$ cat config.mk
export PLATFORM = sky130hd
export DESIGN_NAME = fifo_uart_tx
export DESIGN_NICKNAME = d
export VERILOG_FILES = /design/src/rtl/fifo_uart_tx_pkg.sv /design/src/rtl/fifo_uart_tx_baud_cnt.sv /design/src/rtl/fifo_uart_tx.sv
export SDC_FILE = /design/constraint.sdc
export NUM_CORES = 1
export LEC_CHECK = 0
export ABC_AREA = 1
export CAP_MARGIN = 40
export CORE_MARGIN = 1
export CORE_UTILIZATION = 53
export CTS_CLUSTER_SIZE = 12
export DETAILED_ROUTE_END_ITERATION = 8
export GPL_ROUTABILITY_DRIVEN = 1
export PLACE_DENSITY = 0.77
export SETUP_SLACK_MARGIN = 0.02
export SYNTH_ARGS = -nofsm -noshare
export SYNTH_HDL_FRONTEND = slang
export SYNTH_SLANG_ARGS = --single-unit
export TNS_END_PERCENT = 100
$ cat constraint.sdc
create_clock -name clk -period 2 [get_ports clk]
set_clock_uncertainty 0.2 [all_clocks]
set_input_delay 0.4 -clock clk [delete_from_list [all_inputs] [get_ports clk]]
set_output_delay 0.4 -clock clk [all_outputs]
set_load 0.03 [all_outputs]
$ cat src/rtl/fifo_uart_tx_pkg.sv
// Shared definitions for the FIFO-draining UART transmitter: data width, line idle level,
// FSM state encoding and the parity helper used when UART_TX_PARITY_EN is defined.
package fifo_uart_tx_pkg;

    localparam int   DATA_W  = 8;
    localparam logic TX_IDLE = 1'b1;

    typedef enum logic [2:0] {
        ST_IDLE,
        ST_LOAD,
        ST_START,
        ST_DATA,
        ST_PARITY,
        ST_STOP
    } state_t;

    function automatic logic parity_of(input logic [DATA_W-1:0] data, input logic odd);
        return (^data) ^ odd;
    endfunction

endpackage

$ cat src/rtl/fifo_uart_tx_baud_cnt.sv
// Bit-period counter for the UART transmitter: bit_tick marks the last clk of each bit,
// and clr restarts the period so every frame begins on a fresh bit boundary.
module uart_baud_cnt #(
    parameter int CLKS_PER_BIT = 16
) (
    input  logic clk,
    input  logic rst,
    input  logic clr,
    output logic bit_tick
);

    localparam int            CW   = (CLKS_PER_BIT > 1) ? $clog2(CLKS_PER_BIT) : 1;
    localparam logic [CW-1:0] LAST = CW'(CLKS_PER_BIT - 1);

    logic [CW-1:0] cnt;

    // NOTE: sequential state uses non-blocking assignments so every flop samples pre-edge values.
    always_ff @(posedge clk or posedge rst) begin
        if (rst) begin
            cnt <= '0;
        end else if (clr || cnt == LAST) begin
            cnt <= '0;
        end else begin
            cnt <= cnt + 1'b1;
        end
    end

    assign bit_tick = (cnt == LAST) && !clr;

endmodule

$ cat src/rtl/fifo_uart_tx.sv
// Pops bytes from a FIFO read port and sends them LSB first as async serial frames on tx.
// Define UART_TX_PARITY_EN to add a parity bit (sense set by PARITY_ODD) before the stop bits.
module fifo_uart_tx
    import fifo_uart_tx_pkg::*;
#(
    parameter int CLKS_PER_BIT = 16,
    parameter int STOP_BITS    = 1,
    parameter int PARITY_ODD   = 0
) (
    input  logic              clk,
    input  logic              rst,
    input  logic              tx_en,
    input  logic [DATA_W-1:0] fifo_data,
    input  logic              fifo_ef,
    output logic              fifo_r,
    output logic              tx,
    output logic              busy
);

    if (CLKS_PER_BIT < 2 || STOP_BITS < 1 || STOP_BITS > 2 || PARITY_ODD < 0 || PARITY_ODD > 1)
    begin : g_bad_param
        $error("fifo_uart_tx: illegal parameter combination");
    end

    state_t            state;
    logic [DATA_W-1:0] shift_reg;
    logic [2:0]        bit_cnt;
    logic              stop_cnt;
    logic              bit_tick;
    logic              baud_clr;
    logic              pop_ok;
`ifdef UART_TX_PARITY_EN
    logic              parity_bit;
`endif

    assign baud_clr = (state == ST_LOAD);
    assign pop_ok   = tx_en && !fifo_ef;

    uart_baud_cnt #(.CLKS_PER_BIT(CLKS_PER_BIT)) u_baud (
        .clk      (clk),
        .rst      (rst),
        .clr      (baud_clr),
        .bit_tick (bit_tick)
    );

    always_ff @(posedge clk or posedge rst) begin
        if (rst) begin
            state     <= ST_IDLE;
            tx        <= TX_IDLE;
            fifo_r    <= 1'b0;
            busy      <= 1'b0;
            shift_reg <= '0;
            bit_cnt   <= '0;
            stop_cnt  <= 1'b0;
`ifdef UART_TX_PARITY_EN
            parity_bit <= 1'b0;
`endif
        end else begin
            // NOTE: the pop strobe defaults low each cycle so it can never stretch past one clk.
            fifo_r <= 1'b0;
            case (state)
                ST_IDLE: begin
                    tx <= TX_IDLE;
                    if (fifo_r) begin
                        state <= ST_LOAD;
                    end else if (pop_ok) begin
                        fifo_r <= 1'b1;
                        busy   <= 1'b1;
                    end
                end
                ST_LOAD: begin
                    shift_reg <= fifo_data;
`ifdef UART_TX_PARITY_EN
                    parity_bit <= parity_of(fifo_data, PARITY_ODD[0]);
`endif
                    bit_cnt  <= '0;
                    stop_cnt <= 1'b0;
                    tx       <= 1'b0;
                    state    <= ST_START;
                end
                ST_START: begin
                    if (bit_tick) begin
                        tx        <= shift_reg[0];
                        shift_reg <= shift_reg >> 1;
                        state     <= ST_DATA;
                    end
                end
                ST_DATA: begin
                    if (bit_tick) begin
                        if (bit_cnt == 3'd7) begin
`ifdef UART_TX_PARITY_EN
                            tx    <= parity_bit;
                            state <= ST_PARITY;
`else
                            tx    <= TX_IDLE;
                            state <= ST_STOP;
`endif
                        end else begin
                            tx        <= shift_reg[0];
                            shift_reg <= shift_reg >> 1;
                            bit_cnt   <= bit_cnt + 1'b1;
                        end
                    end
                end
`ifdef UART_TX_PARITY_EN
                ST_PARITY: begin
                    if (bit_tick) begin
                        tx    <= TX_IDLE;
                        state <= ST_STOP;
                    end
                end
`endif
                ST_STOP: begin
                    if (bit_tick) begin
                        if (stop_cnt == 1'(STOP_BITS - 1)) begin
                            // Deciding the next pop here keeps back-to-back frames 2 clk apart.
                            state <= ST_IDLE;
                            if (pop_ok) begin
                                fifo_r <= 1'b1;
                            end else begin
                                busy <= 1'b0;
                            end
                        end else begin
                            stop_cnt <= stop_cnt + 1'b1;
                        end
                    end
                end
                default: begin
                    state <= ST_IDLE;
                    tx    <= TX_IDLE;
                    busy  <= 1'b0;
                end
            endcase
        end
    end

endmodule

==> impl_results.md <==
- Final Util: 68.2%
- Total number of vias: 969
- Number of synthesized flops with an enable pin: 0
- Final Total Pwr: 1.79 mW
- Synth top area cells: dfrtp_1, nand2_1, nand3_1
- FP Rows: 16
- Final net count: 183
- Post-route cell area: 1350 um2
- Initial cell density of the core: 57.4%
- Port bufs: 14
- Critical path buffer and inverter count: 1
- Area Overhead vs Synth: 18.7%
- Reg power frac: 40.3%
- Endpoints failing setup: 0
- Drt wl/cell: 10.9 um
- Switch share: 43.7%
- Avg Cell Area, Syn: 7.69 um2
- Synth Register Bits: 21
- Post-DP HPWL: 1520 um
- Worst R2R Setup Slack: 0.24 ns
- Synth async-reset ratio: 100%
- Cell with the largest stage delay on the worst path: dfstp_2
- Latest clock arrival within the worst-skew pair: 0.30 ns
- Setup tns final: 0 ns
- Element type at the critical path end: output port
- Max_slew headroom: 70.8%
- Antenna cells: 0
- Largest net degree at the start of global routing: 22
- Worst-path clk slew: 0.12 ns
- Residual DRC: 0
- Clock Tree Root: clkbuf_4
- Crit path DAT: 1.24 ns
- First-pass GRT wire length: 3620 um
- Worst endpoint required time: 1.40 ns
- Clk pwr share: 11.6%
- Routed WL: 2110 um
- HP Class: in -> async
- CTS Sinks: 21
- Max-Cap Viols: 0
- NetSw: 780 uW
- CTS H-tree depth: 1
- Die H: 48.4 um
- Final worst slack: 0.164 ns
- Vias in the first global route: 901
- Synth unique cells: 21
- RSZ-0062 raised after global routing: false
- Die area: 2340 um2
- Critical path peak fanout: 2
- # IOs: 15
- CP top delay family: flip-flops
- Synthesized instance count: 148
- Primary FF master, synth: dfrtp_1
- Layout cells sized above 1: 8.98%
- Post-placement cell area: 1320 um2
- Critical path cell sequence: dlygate4sd2_1
- Tot GR Track Use: 19.6%
- Status: complete, no violations
- Post-synth top cells: nand2_1, nand3_1, dfrtp_1, inv_1, nor2_1
- Share of the synthesized area in the top cell type: 44.0%
- Routed vias/inst: 4.99
- Placed cells: 190
- Placeable Area: 1980 um2
- CTS tree: yes
- Top-count cell post-synth: nand2_1
- Power Density: 1320 nW/um2
- Critical Path Start Type: register
- Iter 0 DRT Violations: 23
- Die Width: 48.4 um
- Detail Route Antenna Nets: 0
- Max FFs per register: 8
- Period utilisation layout: 91.8%
- Actual slew at the worst max-slew pin: 0.438 ns
- CTS Buffer Depth: 2
- Peak VDD IR: 0.815 mV
- Global route total overflow: 0
- Register area share after synthesis: 46.3%
- Top cell type by total area after synthesis: dfrtp_1
- TritonCTS Buffers: 3
- CP max stage delay: 0.54 ns
- CP Class: reg -> out
- Pre-antenna DRT Iters: 4
- Final Wtd Congestion: 0.815
- Pre-CTS setup slack: 0.237 ns
- Fmax achieved: 0.545 GHz
- Warnings from Yosys: 0
- Fin Hold WS: 0.213 ns
- Mapped cell area: 1140 um2
- Leakage power: 0.790 nW
- Non-Filler Instances: 194
- P_int: 1.01 mW
- Syn_nets: 163
- Final hold viol count: 0
- Post-layout min period: 1.84 ns
- Antenna violations before repair: 0
- Max Slew Vio Count: 0
- Logic gate share of total power: 48.1%
==> worst paths after layout <==
path / depth (start not counted) / endpoint / from
worst max-delay path: 1 / tx / tx
worst min-delay path: 3 / shift_reg[5] / rst
worst max register to register: 8 / shift_reg[7] / bit_cnt[0]
worst min register to register: 1 / u_baud.cnt[0] / u_baud.cnt[0]
max in group asynchronous: 3 / tx / rst
min in group clk: 1 / u_baud.cnt[0] / u_baud.cnt[0]
==> timing repair <==
action / in CTS / in global routing
endpoints found under the setup margin: 1 / 2
buffers inserted: 0 / 0
gates resized for setup: 1 / 2
hold endpoints to repair: 0 / 0
hold buffers: 0 / 0
==> power by group through the flow <==
stage | combinational [mW] | clock, mW | sequential, mW
3_5_place_dp | 0.868 | 0 | 0.729
4_1_cts | 0.871 | 0.211 | 0.720
3_3_place_gp | 0.848 | 0 | 0.723
5_1_grt | 0.984 | 0.225 | 0.743
2_1_floorplan | 0.673 | 0 | 0.719
6_report | 0.859 | 0.207 | 0.720
==> layer usage <==
layer  vias up  global-route usage [%]  wire length [um]  share of wire (%)
met2        21                    35.2              1030                 49
met3         2                    2.83                74                3.5
met1       445                    24.2               996                 47
met5         -                       0                 0                  0
li1        501                       -                 -                  -
met4         0                    5.88                16               0.76
==> kinds of logic after synthesis <==
logic type      after synthesis  synth area share, %
compound gates                5                 2.86
simple gates                101                 40.4
buf+inv                      16                 5.60
xor+xnor                      2                 1.54
flops                        21                 46.3
fa+ha+maj                     3                 3.30
==> area by class of cell <==
class / instances / area (um2)
fill: 169 / 631
multi-input combinational: 111 / 548
sequential: 21 / 527
timing repair buffer: 16 / 159
inverter: 15 / 56.3
tap: 27 / 33.8
clock buffer: 3 / 22.5
clock inverter: 1 / 5.00
==> cell usage in the layout, fill, tap and decap left out, types with 2 or more instances in the layout <==
| cell | Yosys | layout |
|---|---|---|
| nor2_2 | 2 | 2 |
| nand3_1 | 21 | 21 |
| o21ai_0 | 2 | 2 |
| nand2_4 | 2 | 2 |
| clkbuf_4 | 0 | 3 |
| clkdlybuf4s50_1 | 0 | 11 |
| o21bai_1 | 2 | 2 |
| buf_4 | 1 | 2 |
| inv_1 | 14 | 14 |
| nor2_1 | 11 | 11 |
| nand2_1 | 60 | 60 |
| ha_1 | 3 | 3 |
| dfrtp_1 | 20 | 20 |
| dlymetal6s2s_1 | 0 | 2 |
Note: power is estimated with default switching activity, not from simulation.
